File: config.mk
export PLATFORM = sky130hd
export DESIGN_NAME = sparse_index_decoder
export DESIGN_NICKNAME = d
export VERILOG_FILES = /design/src/rtl/sparse_index_decoder.sv
export SDC_FILE = /design/constraint.sdc
export NUM_CORES = 1
export LEC_CHECK = 0
export BUFFER_PORTS_ARGS = -buffer_cell sky130_fd_sc_hd__clkbuf_2
export CORE_MARGIN = 4
export CORE_UTILIZATION = 51
export CTS_CLUSTER_SIZE = 25
export DETAILED_ROUTE_END_ITERATION = 7
export PLACE_DENSITY = 0.83
export SYNTH_ARGS = -nofsm -noshare
export SYNTH_HDL_FRONTEND = slang
export SYNTH_SLANG_ARGS = --single-unit
File: constraint.sdc
create_clock -name clk -period 2.72 [get_ports clk]
set_clock_uncertainty 0.1 [all_clocks]
set_input_delay 0.544 -clock clk [delete_from_list [all_inputs] [get_ports clk]]
set_output_delay 0.544 -clock clk [all_outputs]
set_load 0.01 [all_outputs]
File: src/rtl/sparse_index_decoder.sv
// sparse_index_decoder: rebuilds absolute linear indices from a compressed
// (value, zero-run) activation stream and issues non-zeros as one-cycle
// dividend pulses to the index divider. Handles consumer stall, tile framing
// and index-range checking.
// Optional feature macro: SPARSE_IDX_NZCNT_EN adds nz_count (non-zeros issued
// in the current tile).
module sparse_index_decoder #(
  parameter int unsigned ROWS   = 16,
  parameter int unsigned COLS   = 16,
  parameter int unsigned N      = $clog2(ROWS*COLS) + 1,
  parameter int unsigned DATA_W = 16,
  parameter int unsigned ZRUN_W = 4
) (
  input  logic              clk,
  input  logic              rst,
  input  logic              in_valid,
  output logic              in_ready,
  input  logic [DATA_W-1:0] in_value,
  input  logic [ZRUN_W-1:0] in_zrun,
  input  logic              in_last,
  input  logic              out_stall,
  output logic              data_rdy,
  output logic [N-1:0]      dividend,
  output logic [DATA_W-1:0] out_value,
  output logic              out_last,
  output logic              tile_done,
  output logic              err_overflow
`ifdef SPARSE_IDX_NZCNT_EN
  ,
  output logic [N:0]        nz_count
`endif
);

  localparam int unsigned TILE    = ROWS * COLS;
  localparam logic [N:0]  IDX_MAX = (N+1)'(TILE - 1);

  typedef enum logic {ST_RUN, ST_ERR} state_t;

  state_t              state_q, state_d;
  logic [N-1:0]        base_q, base_d;
  logic                hold_valid_q, hold_valid_d;
  logic [N-1:0]        dividend_q, dividend_d;
  logic [DATA_W-1:0]   value_q, value_d;
  logic                last_q, last_d;
  logic                done_pend_q, done_pend_d;
  logic                err_q, err_d;

  logic                issue;
  logic                accept;
  logic [N:0]          idx;
  logic                overflow;

  // Issue, acceptance and index arithmetic; reset suppresses any pending issue
  assign issue    = ~rst & hold_valid_q & ~out_stall;
  assign in_ready = ~rst & ((state_q == ST_ERR) | ~hold_valid_q | ~out_stall);
  assign accept   = in_valid & in_ready;
  assign idx      = (N+1)'(base_q) + (N+1)'(in_zrun);
  assign overflow = (idx > IDX_MAX);

  assign data_rdy     = issue;
  assign dividend     = dividend_q;
  assign out_value    = value_q;
  assign out_last     = last_q;
  assign err_overflow = err_q;
  assign tile_done    = ~rst & ((issue & last_q) | done_pend_q);

  // Next-state: framing FSM, running base and holding register
  always_comb begin
    state_d      = state_q;
    base_d       = base_q;
    hold_valid_d = hold_valid_q & ~issue;
    dividend_d   = dividend_q;
    value_d      = value_q;
    last_d       = last_q;
    done_pend_d  = 1'b0;
    err_d        = err_q;

    case (state_q)
      ST_RUN: begin
        if (accept) begin
          if (overflow) begin
            // Offending entry is dropped; framing resyncs at in_last
            err_d = 1'b1;
            if (in_last) begin
              base_d      = '0;
              done_pend_d = 1'b1;
            end else begin
              state_d = ST_ERR;
            end
          end else begin
            base_d = in_last ? '0 : N'(idx + (N+1)'(1));
            if (in_value != '0) begin
              hold_valid_d = 1'b1;
              dividend_d   = idx[N-1:0];
              value_d      = in_value;
              last_d       = in_last;
            end else if (in_last) begin
              done_pend_d = 1'b1;
            end
          end
        end
      end
      ST_ERR: begin
        if (accept && in_last) begin
          base_d      = '0;
          done_pend_d = 1'b1;
          state_d     = ST_RUN;
        end
      end
      default: state_d = ST_RUN;
    endcase
  end

  // State registers with synchronous reset
  always_ff @(posedge clk) begin
    if (rst) begin
      state_q      <= ST_RUN;
      base_q       <= '0;
      hold_valid_q <= 1'b0;
      dividend_q   <= '0;
      value_q      <= '0;
      last_q       <= 1'b0;
      done_pend_q  <= 1'b0;
      err_q        <= 1'b0;
    end else begin
      state_q      <= state_d;
      base_q       <= base_d;
      hold_valid_q <= hold_valid_d;
      dividend_q   <= dividend_d;
      value_q      <= value_d;
      last_q       <= last_d;
      done_pend_q  <= done_pend_d;
      err_q        <= err_d;
    end
  end

`ifdef SPARSE_IDX_NZCNT_EN
  logic [N:0] cnt_q, cnt_d;

  // Per-tile issue count; reported value includes the current cycle's issue
  always_comb begin
    nz_count = cnt_q + (N+1)'(issue);
    cnt_d    = tile_done ? '0 : nz_count;
  end

  // Count register with synchronous reset
  always_ff @(posedge clk) begin
    if (rst) cnt_q <= '0;
    else     cnt_q <= cnt_d;
  end
`endif

endmodule

==> results.tsv <==
stage	metric	value	unit
status	status	finished, final reports clean	
cts	h-tree-depth	2	
place	dp_cells	327	
critical_path	cp_data_required_time	2.85	ns
layout	post-route-util	0.654	
layout	final_cells	335	
floorplan	initial_utilization	0.524	
cts	cts_root_buf	clkbuf_8	
grt	grt_max_degree	27	
routing	highest_layer	met4	
sta	setup_viol	0	
power_and_ir_drop	power_density	534	mW/mm^2
synth	synth_cell_types	44	
layout	syn_to_final_growth	24.8	%
grt	grt_use_total	0.204	
sta	finalHoldViolCount	0	
floorplan	dieWidth	69.3	um
place	dpl.hpwl	3620	um
place	pre_cts_ws	-0.0394	ns
routing	drc_errors	0	
critical_path	crit_family	simple AND/OR/NAND/NOR gates	
synth	synth_cells	223	
layout	ff_latch_area	781	um^2
synth	yosysSeqAreaShare	0.407	
floorplan	dieArea	0.00481	mm^2
synth	synthFlopType	dfxtp_1	
synth	synth_edf_count	0	
critical_path	worst_setup_path_end_kind	flop	
power_and_ir_drop	p_sw_frac	0.245	
critical_path	crit_chain	ha_1, fa_1, nand3_2, a21oi_4, mux2i_4, nand3_1, buf_4, a2bb2oi_1, nor2_1	
routing	wl_met1	2090	um
sta	slew_headroom	0.610	
routing	drt_wl_total	4680	um
routing	drt_pass1_iterations	4	
power_and_ir_drop	combPwrFrac	0.141	
floorplan	die_h	69.3	um
synth	async_flop_share	0	
cts	cts_inserted_buffers	5	
floorplan	rows	22	
layout	diodes	0	
critical_path	crit_arrival	2.61	ns
worst_hold_path	min_path_cells	2	
layout	nets	317	
synth	synth_nets	254	
critical_path	path_buf_inv	1	
place	io_buffers	54	
sta	tightest_slew	0.583	ns
layout	layout-drive-gt1-share	0.314	
layout	layout_common_cells	clkbuf_2 (54), nand2_1 (53), dfxtp_1 (39)	
power_and_ir_drop	pwr-share-seq	0.470	
critical_path	r2r_cells	9	
job	cap_violations	0	
cts	cts-resized-gates	0	
layout	n_fill_cell	323	
floorplan	ios	55	
routing	met3RoutedLength	217	um
critical_path	critical_path_depth	9	
cts	path_clk_slew	0.07	ns
worst_hold_path	hold_class	flop to flop	
power_and_ir_drop	p_int	964	uW
power_and_ir_drop	ir_drop	0.325	mV
grt	gr-total-overflow	0	
synth	ys_ff_latch	39	
floorplan	coreArea	0.00366	mm^2
critical_path	path_max_fanout	7	
sta	fin_crit_sh	0.911	
routing	vias	1798	
critical_path	slowest_stage	mux2i_4	
grt	grt_pass1_wl	7990	um
critical_path	start_kind	flop	
synth	yosys_warnings	0	
cts	holdBufCountCts	0	
synth	synth_area_per_cell	8.61	um^2
sta	min_period	2.48	ns
routing	ant_nets	0	
power_and_ir_drop	clockPowerShare	0.389	
place	gp_congestion	0.840	
cts	clock-sinks	39	
critical_path	max_stage_delay	0.40	ns
layout	multi_input_area	0.00106	mm^2
grt	antenna_found_initial	0	
cts	cts_setup_buffers	0	
routing	drtIter0Drc	121	
sta	rsz0062_at_grt	false	
cts	worstSkewPairLatency	0.29	ns
sta	slew_viol_final	0	
grt	grt_pass1_vias	1758	
synth	synthesis.area	0.00192	mm^2
routing	wl_met2	2280	um
sta	setup_slack	0.242	ns
power_and_ir_drop	p_leak	1.00	nW
critical_path	setup.worst_path.class	flop to flop	
power_and_ir_drop	netSwitchingPower	314	uW
sta	max_freq	403	MHz
routing	via_per_inst	5.37	
layout	mostFrequentLayoutCell	clkbuf_2	
cts	clockBufferDepth	2	
routing	wl_per_cell	14.0	um
cts	cts_tree	done	
## per-stage QoR
stage	cell area (um^2)	total power [mW]	hold slack [ns]	TNS, ns
floorplan	1920	0.723	0.360	0
global placement	2280	0.789	0.343	0
detailed placement	2280	0.794	0.347	-0.0829
CTS	2390	1.29	0.357	0
global route	2390	1.33	0.376	0
finish	2390	1.28	0.356	0
## worst reg2reg max path, cell delays in order (launching register included)
cell	delay (ns)
dfxtp_1	0.34
ha_1	0.19
fa_1	0.23
nand3_2	0.13
a21oi_4	0.26
mux2i_4	0.40
nand3_1	0.28
buf_4	0.24
a2bb2oi_1	0.14
nor2_1	0.10
## power groups by stage
stage	Combinational (mW)	Clock [mW]	Sequential [mW]
detailed placement	0.179	0	0.614
floorplan	0.103	0	0.620
global placement	0.176	0	0.613
finish	0.180	0.497	0.601
global route	0.200	0.526	0.604
CTS	0.180	0.505	0.601
## sequential cells by signal (all words and copies together), names as in the netlist
| register | flops |
|---|---|
| out_value | 16 |
| base_q | 9 |
| dividend | 9 |
| err_overflow | 1 |
| state_q | 1 |
| hold_valid_q | 1 |
| out_last | 1 |
| done_pend_q | 1 |
## cell type report
| class | count | area share |
|---|---|---|
| multi-input combinational | 170 | 0.443 |
| clock buffer | 6 | 0.0345 |
| sequential | 39 | 0.326 |
| timing repair buffer | 66 | 0.150 |
| clock inverter | 2 | 0.0146 |
| inverter | 4 | 0.00627 |
| tap | 48 | 0.0251 |
## worst paths after layout
path | startpoint | endpoint | slack, ns
max | base_q[0] | base_q[3] | 0.24
max reg2reg | base_q[0] | base_q[3] | 0.24
min | out_value[11] | out_value[11] | 0.36
min reg2reg | out_value[11] | out_value[11] | 0.36
## layer usage
| metal | vias up | track usage |
|---|---|---|
| met2 | 42 | 0.331 |
| met3 | 7 | 0.0594 |
| met4 | 0 | 0.0824 |
| li1 | 923 | - |
| met5 | - | 0 |
| met1 | 826 | 0.254 |
## synth_stat cells, types with 2 or more instances
cell type | n | share of area
nand3_2 | 2 | 0.010
nor4_1 | 5 | 0.016
nor3_2 | 2 | 0.010
buf_6 | 2 | 0.012
and4_1 | 3 | 0.014
nand2_1 | 53 | 0.10
a31oi_1 | 4 | 0.013
a21oi_4 | 2 | 0.017
dfxtp_1 | 39 | 0.41
inv_1 | 4 | 0.0078
a21oi_1 | 28 | 0.073
a2bb2oi_1 | 3 | 0.014
clkbuf_1 | 4 | 0.0078
xnor2_1 | 7 | 0.032
buf_4 | 2 | 0.0078
nor3b_2 | 2 | 0.013
nor2_1 | 11 | 0.022
ha_1 | 5 | 0.033
nand4_1 | 5 | 0.016
a32oi_1 | 2 | 0.0091
and3_1 | 4 | 0.013
o21ai_0 | 2 | 0.0052
nand3_1 | 9 | 0.023
xor2_1 | 3 | 0.014
## cells by family (layout without fill, tap and decap cells)
logic type | count (synthesis) | after routing | synth area share
AOI/OAI and AO/OA | 51 | 51 | 0.183
xor gates and xnor gates | 10 | 10 | 0.0456
adders and majority gates | 6 | 6 | 0.0430
buffers and inverters | 14 | 78 | 0.0404
DFF | 39 | 39 | 0.407
muxes | 2 | 2 | 0.0196
and+or+nand+nor | 101 | 101 | 0.261
Power figures use the tool's default switching activity.
